File: src/rtl/axis_dest_switch_pkg.sv
// Shared types and constants for the destination switch behind the packet filter.
package axis_dest_switch_pkg;

  localparam int NUM_PORTS = 4;
  localparam int DATA_W    = 16;
  localparam int DEST_W    = 2;

  typedef enum logic {
    IDLE = 1'b0,
    BUSY = 1'b1
  } sw_state_t;

  typedef struct packed {
    logic [DATA_W-1:0] tdata;
    logic [DEST_W-1:0] tdest;
    logic              tlast;
    logic              tvalid;
  } axis_dest_src_t;

  typedef struct packed {
    logic tready;
  } axis_dest_snk_t;

endpackage

File: src/rtl/axis_rr_arbiter.sv
// Combinational round-robin pick: first requester searching upward from last_i+1, wrapping.
module axis_rr_arbiter
  import axis_dest_switch_pkg::*;
(
  input  logic [NUM_PORTS-1:0] req_i,
  input  logic [DEST_W-1:0]    last_i,
  output logic [DEST_W-1:0]    winner_o,
  output logic                 found_o
);

  logic [DEST_W-1:0] idx;

  always_comb begin
    winner_o = '0;
    found_o  = 1'b0;
    idx      = '0;
    // k == NUM_PORTS wraps back to last_i itself, so it is searched last
    for (int k = 1; k <= NUM_PORTS; k++) begin
      idx = last_i + DEST_W'(k);
      if (!found_o && req_i[idx]) begin
        winner_o = idx;
        found_o  = 1'b1;
      end
    end
  end

endmodule

File: src/rtl/axis_dest_switch.sv
// 4x4 packet-atomic AXI-Stream crossbar routing on first-beat tdest.
// Optional AXIS_DEST_SWITCH_OUT_REG_EN adds a 2-entry registered skid buffer per output.
//
//   state | meaning
//   IDLE  | no packet owns this output; arbitrate among requesting inputs
//   BUSY  | grant_q owns this output until its tlast beat is accepted
module axis_dest_switch
  import axis_dest_switch_pkg::sw_state_t, axis_dest_switch_pkg::IDLE,
         axis_dest_switch_pkg::BUSY, axis_dest_switch_pkg::axis_dest_src_t,
         axis_dest_switch_pkg::axis_dest_snk_t;
#(
  parameter int NUM_PORTS = axis_dest_switch_pkg::NUM_PORTS,
  parameter int DATA_W    = axis_dest_switch_pkg::DATA_W,
  parameter int DEST_W    = axis_dest_switch_pkg::DEST_W
) (
  input  logic                              clk,
  input  logic                              reset_n,
  input  logic [NUM_PORTS-1:0][DATA_W-1:0]  in_tdata,
  input  logic [NUM_PORTS-1:0][DEST_W-1:0]  in_tdest,
  input  logic [NUM_PORTS-1:0]              in_tlast,
  input  logic [NUM_PORTS-1:0]              in_tvalid,
  output logic [NUM_PORTS-1:0]              in_tready,
  output logic [NUM_PORTS-1:0][DATA_W-1:0]  out_tdata,
  output logic [NUM_PORTS-1:0]              out_tlast,
  output logic [NUM_PORTS-1:0]              out_tvalid,
  input  logic [NUM_PORTS-1:0]              out_tready
);

  axis_dest_src_t src [NUM_PORTS];
  axis_dest_snk_t snk [NUM_PORTS];

  logic [NUM_PORTS-1:0]             busy;
  logic [NUM_PORTS-1:0]             granted;
  logic [NUM_PORTS-1:0]             up_ready;
  logic [NUM_PORTS-1:0][DEST_W-1:0] grant;

  always_comb begin
    for (int i = 0; i < NUM_PORTS; i++) begin
      src[i].tdata  = in_tdata[i];
      src[i].tdest  = in_tdest[i];
      src[i].tlast  = in_tlast[i];
      src[i].tvalid = in_tvalid[i];
    end
  end

  always_comb begin
    granted = '0;
    for (int i = 0; i < NUM_PORTS; i++) begin
      snk[i].tready = 1'b0;
      for (int o = 0; o < NUM_PORTS; o++) begin
        if (busy[o] && (grant[o] == DEST_W'(i))) begin
          granted[i]    = 1'b1;
          snk[i].tready = up_ready[o];
        end
      end
    end
  end

  always_comb begin
    for (int i = 0; i < NUM_PORTS; i++) begin
      in_tready[i] = snk[i].tready;
    end
  end

  for (genvar o = 0; o < NUM_PORTS; o++) begin : g_out
    sw_state_t            state_q, state_d;
    logic [DEST_W-1:0]    grant_q, grant_d;
    logic [DEST_W-1:0]    last_q, last_d;
    logic [DEST_W-1:0]    win;
    logic                 found;
    logic [NUM_PORTS-1:0] req;
    logic                 up_valid, up_last, pkt_end;
    logic [DATA_W-1:0]    up_data;

    always_comb begin
      req = '0;
      for (int i = 0; i < NUM_PORTS; i++) begin
        req[i] = src[i].tvalid && (src[i].tdest == DEST_W'(o)) && !granted[i];
      end
    end

    axis_rr_arbiter u_arb (
      .req_i    (req),
      .last_i   (last_q),
      .winner_o (win),
      .found_o  (found)
    );

    assign up_valid = (state_q == BUSY) && src[grant_q].tvalid;
    assign up_last  = (state_q == BUSY) && src[grant_q].tlast;
    assign up_data  = (state_q == BUSY) ? src[grant_q].tdata : '0;
    assign pkt_end  = up_valid && up_ready[o] && up_last;

    always_comb begin
      state_d = state_q;
      grant_d = grant_q;
      last_d  = last_q;
      case (state_q)
        IDLE: begin
          if (found) begin
            grant_d = win;
            state_d = BUSY;
          end
        end
        BUSY: begin
          if (pkt_end) begin
            last_d  = grant_q;
            state_d = IDLE;
          end
        end
      endcase
    end

    // last_q resets to 3 so input 0 wins the first arbitration
    always_ff @(posedge clk or negedge reset_n) begin
      if (!reset_n) begin
        state_q <= IDLE;
        grant_q <= '0;
        last_q  <= '1;
      end else begin
        state_q <= state_d;
        grant_q <= grant_d;
        last_q  <= last_d;
      end
    end

    assign busy[o]  = (state_q == BUSY);
    assign grant[o] = grant_q;

`ifdef AXIS_DEST_SWITCH_OUT_REG_EN
    logic              hd_v_q, hd_v_d, hd_l_q, hd_l_d;
    logic              tl_v_q, tl_v_d, tl_l_q, tl_l_d;
    logic [DATA_W-1:0] hd_dat_q, hd_dat_d, tl_dat_q, tl_dat_d;
    logic              push, pop;

    assign up_ready[o] = !tl_v_q;
    assign push        = up_valid && !tl_v_q;
    assign pop         = hd_v_q && out_tready[o];

    always_comb begin
      hd_v_d   = hd_v_q;
      hd_l_d   = hd_l_q;
      hd_dat_d = hd_dat_q;
      tl_v_d   = tl_v_q;
      tl_l_d   = tl_l_q;
      tl_dat_d = tl_dat_q;
      // push is impossible while the tail is occupied
      if (pop) begin
        if (tl_v_q) begin
          hd_l_d   = tl_l_q;
          hd_dat_d = tl_dat_q;
          tl_v_d   = 1'b0;
        end else if (push) begin
          hd_l_d   = up_last;
          hd_dat_d = up_data;
        end else begin
          hd_v_d = 1'b0;
        end
      end else if (push) begin
        if (!hd_v_q) begin
          hd_v_d   = 1'b1;
          hd_l_d   = up_last;
          hd_dat_d = up_data;
        end else begin
          tl_v_d   = 1'b1;
          tl_l_d   = up_last;
          tl_dat_d = up_data;
        end
      end
    end

    always_ff @(posedge clk or negedge reset_n) begin
      if (!reset_n) begin
        hd_v_q   <= 1'b0;
        hd_l_q   <= 1'b0;
        hd_dat_q <= '0;
        tl_v_q   <= 1'b0;
        tl_l_q   <= 1'b0;
        tl_dat_q <= '0;
      end else begin
        hd_v_q   <= hd_v_d;
        hd_l_q   <= hd_l_d;
        hd_dat_q <= hd_dat_d;
        tl_v_q   <= tl_v_d;
        tl_l_q   <= tl_l_d;
        tl_dat_q <= tl_dat_d;
      end
    end

    assign out_tvalid[o] = hd_v_q;
    assign out_tlast[o]  = hd_l_q;
    assign out_tdata[o]  = hd_dat_q;
`else
    assign up_ready[o]   = out_tready[o];
    assign out_tvalid[o] = up_valid;
    assign out_tlast[o]  = up_last;
    assign out_tdata[o]  = up_data;
`endif
  end

endmodule
File: config.mk
export PLATFORM = sky130hd
export DESIGN_NAME = axis_dest_switch
export DESIGN_NICKNAME = d
export VERILOG_FILES = /design/src/rtl/axis_dest_switch_pkg.sv /design/src/rtl/axis_rr_arbiter.sv /design/src/rtl/axis_dest_switch.sv
export SDC_FILE = /design/constraint.sdc
export NUM_CORES = 1
export LEC_CHECK = 0
export BUFFER_PORTS_ARGS = -buffer_cell sky130_fd_sc_hd__buf_2
export CORE_ASPECT_RATIO = 1.75
export CORE_MARGIN = 1.5
export CORE_UTILIZATION = 32
export DETAILED_ROUTE_END_ITERATION = 16
export SLEW_MARGIN = 20
export SYNTH_ARGS = -nofsm -noshare
export SYNTH_HDL_FRONTEND = slang
export SYNTH_HIERARCHICAL = 1
export SYNTH_SLANG_ARGS = --single-unit
File: constraint.sdc
create_clock -name clk -period 2.4 [get_ports clk]
set_clock_uncertainty 0.2 [all_clocks]
set_input_delay 0.24 -clock clk [delete_from_list [all_inputs] [get_ports clk]]
set_output_delay 0.24 -clock clk [all_outputs]
set_load 0.05 [all_outputs]
==> summary.md <==
| Metric | Value |
|---|---|
| Status | finished with violations |
| Failing checks | negative setup slack |
| Wirelength per Cell | 19.3 um |
| Number of filler cells placed in the layout | 1,142 |
| Antenna cells | 0 |
| Power density relative to cell area | 1430 mW/mm^2 |
| Peak supply drop | 481 uV |
| Xor-xnor portion of the synthesized cell area | 0 |
| CP bufs+invs | 2 |
| Clock slew at reported path FFs | 0.05 ns |
| Synth unique cells | 40 |
| Global-route layer with the greatest usage | met2 |
| Flop-to-flop setup slack | -0.04 ns |
| Fraction of the mapped netlist area in compound gates | 0.0856 |
| Required time at the endpoint of the critical path | 2.34 ns |
| Root Buffer | clkbuf_16 |
| Max Transition Viols Final | 0 |
| Count of yosys warnings during synthesis | 6 |
| Simple-gate area share of the yosys netlist | 0.234 |
| Worst flop-to-flop path endpoint | g_out[1].grant_q[1]$_DFFE_PN0P_ |
| Overall die width | 86.1 um |
| Worst min path class | in2reg |
| Number of remaining DRC errors | 0 |
| Relative slew slack | 0.664 |
| Worst flop-to-flop path startpoint | g_out[2].state_q$_DFF_PN0_ |
| Placed Instance Area | 0.00501 sq mm |
| Clock tree from TritonCTS | built |
| Final setup violating endpoints | 2 |
| Die Ht | 149 um |
| Post-synthesis area per instance | 10.5 sq um |
| Overall routed net length | 13,300 um |
| Slowest cell on the critical path | dfrtp_1 |
| Pin count of the biggest net entering global routing | 21 |
| Highest cell delay on the worst timing path | 0.41 ns |
| Levels on crit path | 10 |
| Total Nets Final | 640 |
| Category of the critical setup timing path | reg2reg |
| # rows | 53 |
| Non-filler cells in the finished layout | 689 |
| Leakage power | 2.28 nW |
| Finished layout cell area | 0.00539 sq mm |
| Htree depth | 1 |
| Number of cells on the worst reg-to-reg path | 10 |
| RSZ-0062 raised after global routing | yes |
| Share of the cycle needed by the critical path after routing | 1.02 |
| Wire length of the first global-routing pass | 19,900 um |
| Main combinational cell family by area after synthesis | multiplexers |
| Most used cell, CP | buf_6 |
| GR met2 Demand/Resource | 0.395 |
| Overflow left after global routing | 0 |
| Seq/Total Area, Yosys | 0.132 |
| Net count after synthesis | 455 |
| Syn Inst Count | 369 |
| Average vias per placed instance | 5.71 |
| Number of cells traversed by the worst hold path | 3 |
| Maximum Capacitance Violations | 0 |
| Endpoints failing hold | 0 |
| Final HPWL DP | 10,300 um |
| Arrival time of the worst setup path | 2.38 ns |
| Share of cell area taken by muxes after synthesis | 0.477 |
| Share of synthesized cell area in full adder, half adder and majority cells | 0 |
| Gr usage total | 0.200 |
| Placer Congestion | 0.887 |
| Worst path top cell family by delay | simple AND/OR/NAND/NOR gates |
| PnR worst setup slack | -0.0402 ns |
| Number of I/O port buffers | 161 |
| GRT met1 Usage | 0.211 |
| Met3 Track Usage GR | 0.0194 |
| Number of buffers inserted during clock tree synthesis | 3 |
| Layout cells sized above 1 | 0.654 |
| Sort of element at the end of the critical path | register |
| Area growth, synth to finish | 39.2% |
| Number of DRC markers after the initial detailed-route iteration | 136 |
| Register cell area after layout | 519 sq um |
| Antenna-violating nets left | 0 |
| Slew of the pin with the lowest slew margin | 0.504 ns |
| Die Outline Area | 0.0128 sq mm |
| Flops & latches, synth | 20 |
| TritonCTS sink count | 20 |
| Area of the placeable core | 0.0119 sq mm |
| Hold path endpoint | g_out[0].state_q$_DFF_PN0_ |
| Critical-path cell list | buf_6, nand3_2, nor2b_2, nand4_1, buf_6, nor3_4, nor2_2, nand2_1, nor2b_4, mux2_2 |
| Hold Crit Start | out_tready[0] |
| Timing-limited maximum frequency | 410 MHz |
| Boundary Pins | 162 |
| Worst setup SP type | register |
| Post-Synthesis Cell Area | 0.00387 sq mm |
| Critical-path maximum fanout | 4 |
| Clk buf depth | 2 |
| Initial Util | 0.324 |
| Vias | 3,933 |
| Via count of the first global-routing pass | 4,043 |
| Final critical delay including setup and external delays | 2.44 ns |
| Post-Place Cells | 679 |
| Router iterations before antenna repair | 4 |
| Worst-Skew Late Latency | 0.26 ns |
| Initial antenna violation count | 0 |
| Combined area of the multi-input logic cells | 0.00329 sq mm |
[logic make-up after synthesis]
family                 Yosys count
AO/OA/AOI/OAI                   46
buffers and inverters           53
flip-flops                      20
multiplexers                    96
AND/OR/NAND/NOR                154
[cell usage after synthesis, drive strengths merged]
library cell | count | area (sq um)
o31ai | 2 | 15.0
o21a | 4 | 30.0
and2b | 4 | 30.0
and3 | 3 | 28.8
and2 | 68 | 425
and3b | 1 | 8.76
inv | 14 | 52.6
a22o | 1 | 8.76
nor3b | 4 | 30.0
a31oi | 4 | 25.0
o21ai | 5 | 25.0
nor2 | 14 | 52.6
nor2b | 5 | 31.3
nand2b | 16 | 100
o221ai | 4 | 60.1
nand3 | 6 | 30.0
o21ba | 1 | 10.0
mux2 | 16 | 195
nand3b | 5 | 37.5
dfrtp | 12 | 300
nor3 | 14 | 70.1
clkbuf | 9 | 33.8
dfstp | 8 | 210
mux2i | 12 | 120
nand4 | 2 | 12.5
a21oi | 16 | 95.1
nand2 | 11 | 41.3
a21boi | 1 | 7.51
nor4 | 1 | 6.26
o2111ai | 1 | 8.76
mux4 | 68 | 1530
buf | 30 | 191
o22ai | 6 | 37.5
o31a | 1 | 8.76
[worst max-delay path by stage]
| stage | start | end |
|---|---|---|
| floorplan | g_out[2].grant_q[0]$_DFFE_PN0P_ | g_out[2].grant_q[0]$_DFFE_PN0P_ |
| global placement | g_out[2].grant_q[0]$_DFFE_PN0P_ | g_out[3].grant_q[1]$_DFFE_PN0P_ |
| detailed placement | g_out[3].grant_q[0]$_DFFE_PN0P_ | g_out[2].grant_q[0]$_DFFE_PN0P_ |
| CTS | g_out[1].grant_q[1]$_DFFE_PN0P_ | g_out[2].grant_q[0]$_DFFE_PN0P_ |
| global route | g_out[2].state_q$_DFF_PN0_ | g_out[1].grant_q[1]$_DFFE_PN0P_ |
| finish | g_out[2].state_q$_DFF_PN0_ | g_out[1].grant_q[1]$_DFFE_PN0P_ |
[state kept, by name, indices dropped and copies added, names as in the netlist]
| signal | cells |
|---|---|
| g_out.grant_q | 8 |
| g_out.last_q | 8 |
| g_out.state_q | 4 |
[area by class of cell]
cell class / count / area share
multi-input combinational: 296 / 0.610
timing repair buffer: 219 / 0.238
sequential: 20 / 0.0963
tap: 137 / 0.0318
clock buffer: 3 / 0.0139
inverter: 14 / 0.00975
[cell usage in the layout (no fill, tap or decap), types with 3 or more instances in the layout]
master	n
buf_2	161
mux4_2	68
and2_1	68
buf_4	49
nand2b_1	16
inv_1	14
mux2i_1	12
a21oi_1	12
nand2_1	10
nor3_2	10
nor2_1	10
mux2_2	10
dfstp_2	8
dfrtp_2	7
o22ai_1	6
mux2_4	6
nand3_1	5
nand3b_1	5
o21ai_0	5
dfrtp_1	5
buf_6	5
o21a_1	4
nor2b_4	4
and2b_1	4
a21oi_2	4
o221ai_2	4
a31oi_1	4
nor2_2	3
and3_4	3
nor3_4	3
clkbuf_16	3
buf_8	3
[power by group]
group | internal, W | total, W | leakage (nW) | switching, W
clock network | 0.000220 | 0.000348 | 0.0370 | 0.000128
registers | 0.000539 | 0.000766 | 0.220 | 0.000227
logic | 0.00243 | 0.00659 | 2.02 | 0.00416
[what timing repair did]
item                       in CTS  in global routing
resized for setup              20                 42
hold buffers                    1                  0
setup endpoints to repair      54                 25
setup buffers                   0                  7
hold endpoints to repair       12                  0
pin swaps                       2                 13
[worst register-to-register path: stages, from the launching register on]
cell and delay (ns):
dfrtp_1 0.41, buf_6 0.15, nand3_2 0.08, nor2b_2 0.14, nand4_1 0.22, buf_6 0.21, nor3_4 0.23, nor2_2 0.07
nand2_1 0.09, nor2b_4 0.17, mux2_2 0.34
[per-stage QoR]
step                setup slack, ns  power, W  hold WS (ns)  TNS, ns   util
finish                      -0.0402   0.00771         0.217  -0.0701  0.452
global route                 -0.127   0.00810         0.230    -1.10  0.452
CTS                        -0.00669   0.00752         0.207  -0.0128  0.433
detailed placement          -0.0699   0.00708        0.0337   -0.265  0.419
global placement            -0.0640   0.00702        0.0284   -0.227  0.419
floorplan                   0.00225   0.00566        -0.256        0      -
[routing by layer]
layer  vias to the layer above  share of wire
met5                         -              0
met1                      1963           0.36
met2                       161           0.56
met3                        32          0.047
met4                         0          0.032
li1                       1777              -
Note: power is estimated with default switching activity, not from simulation.
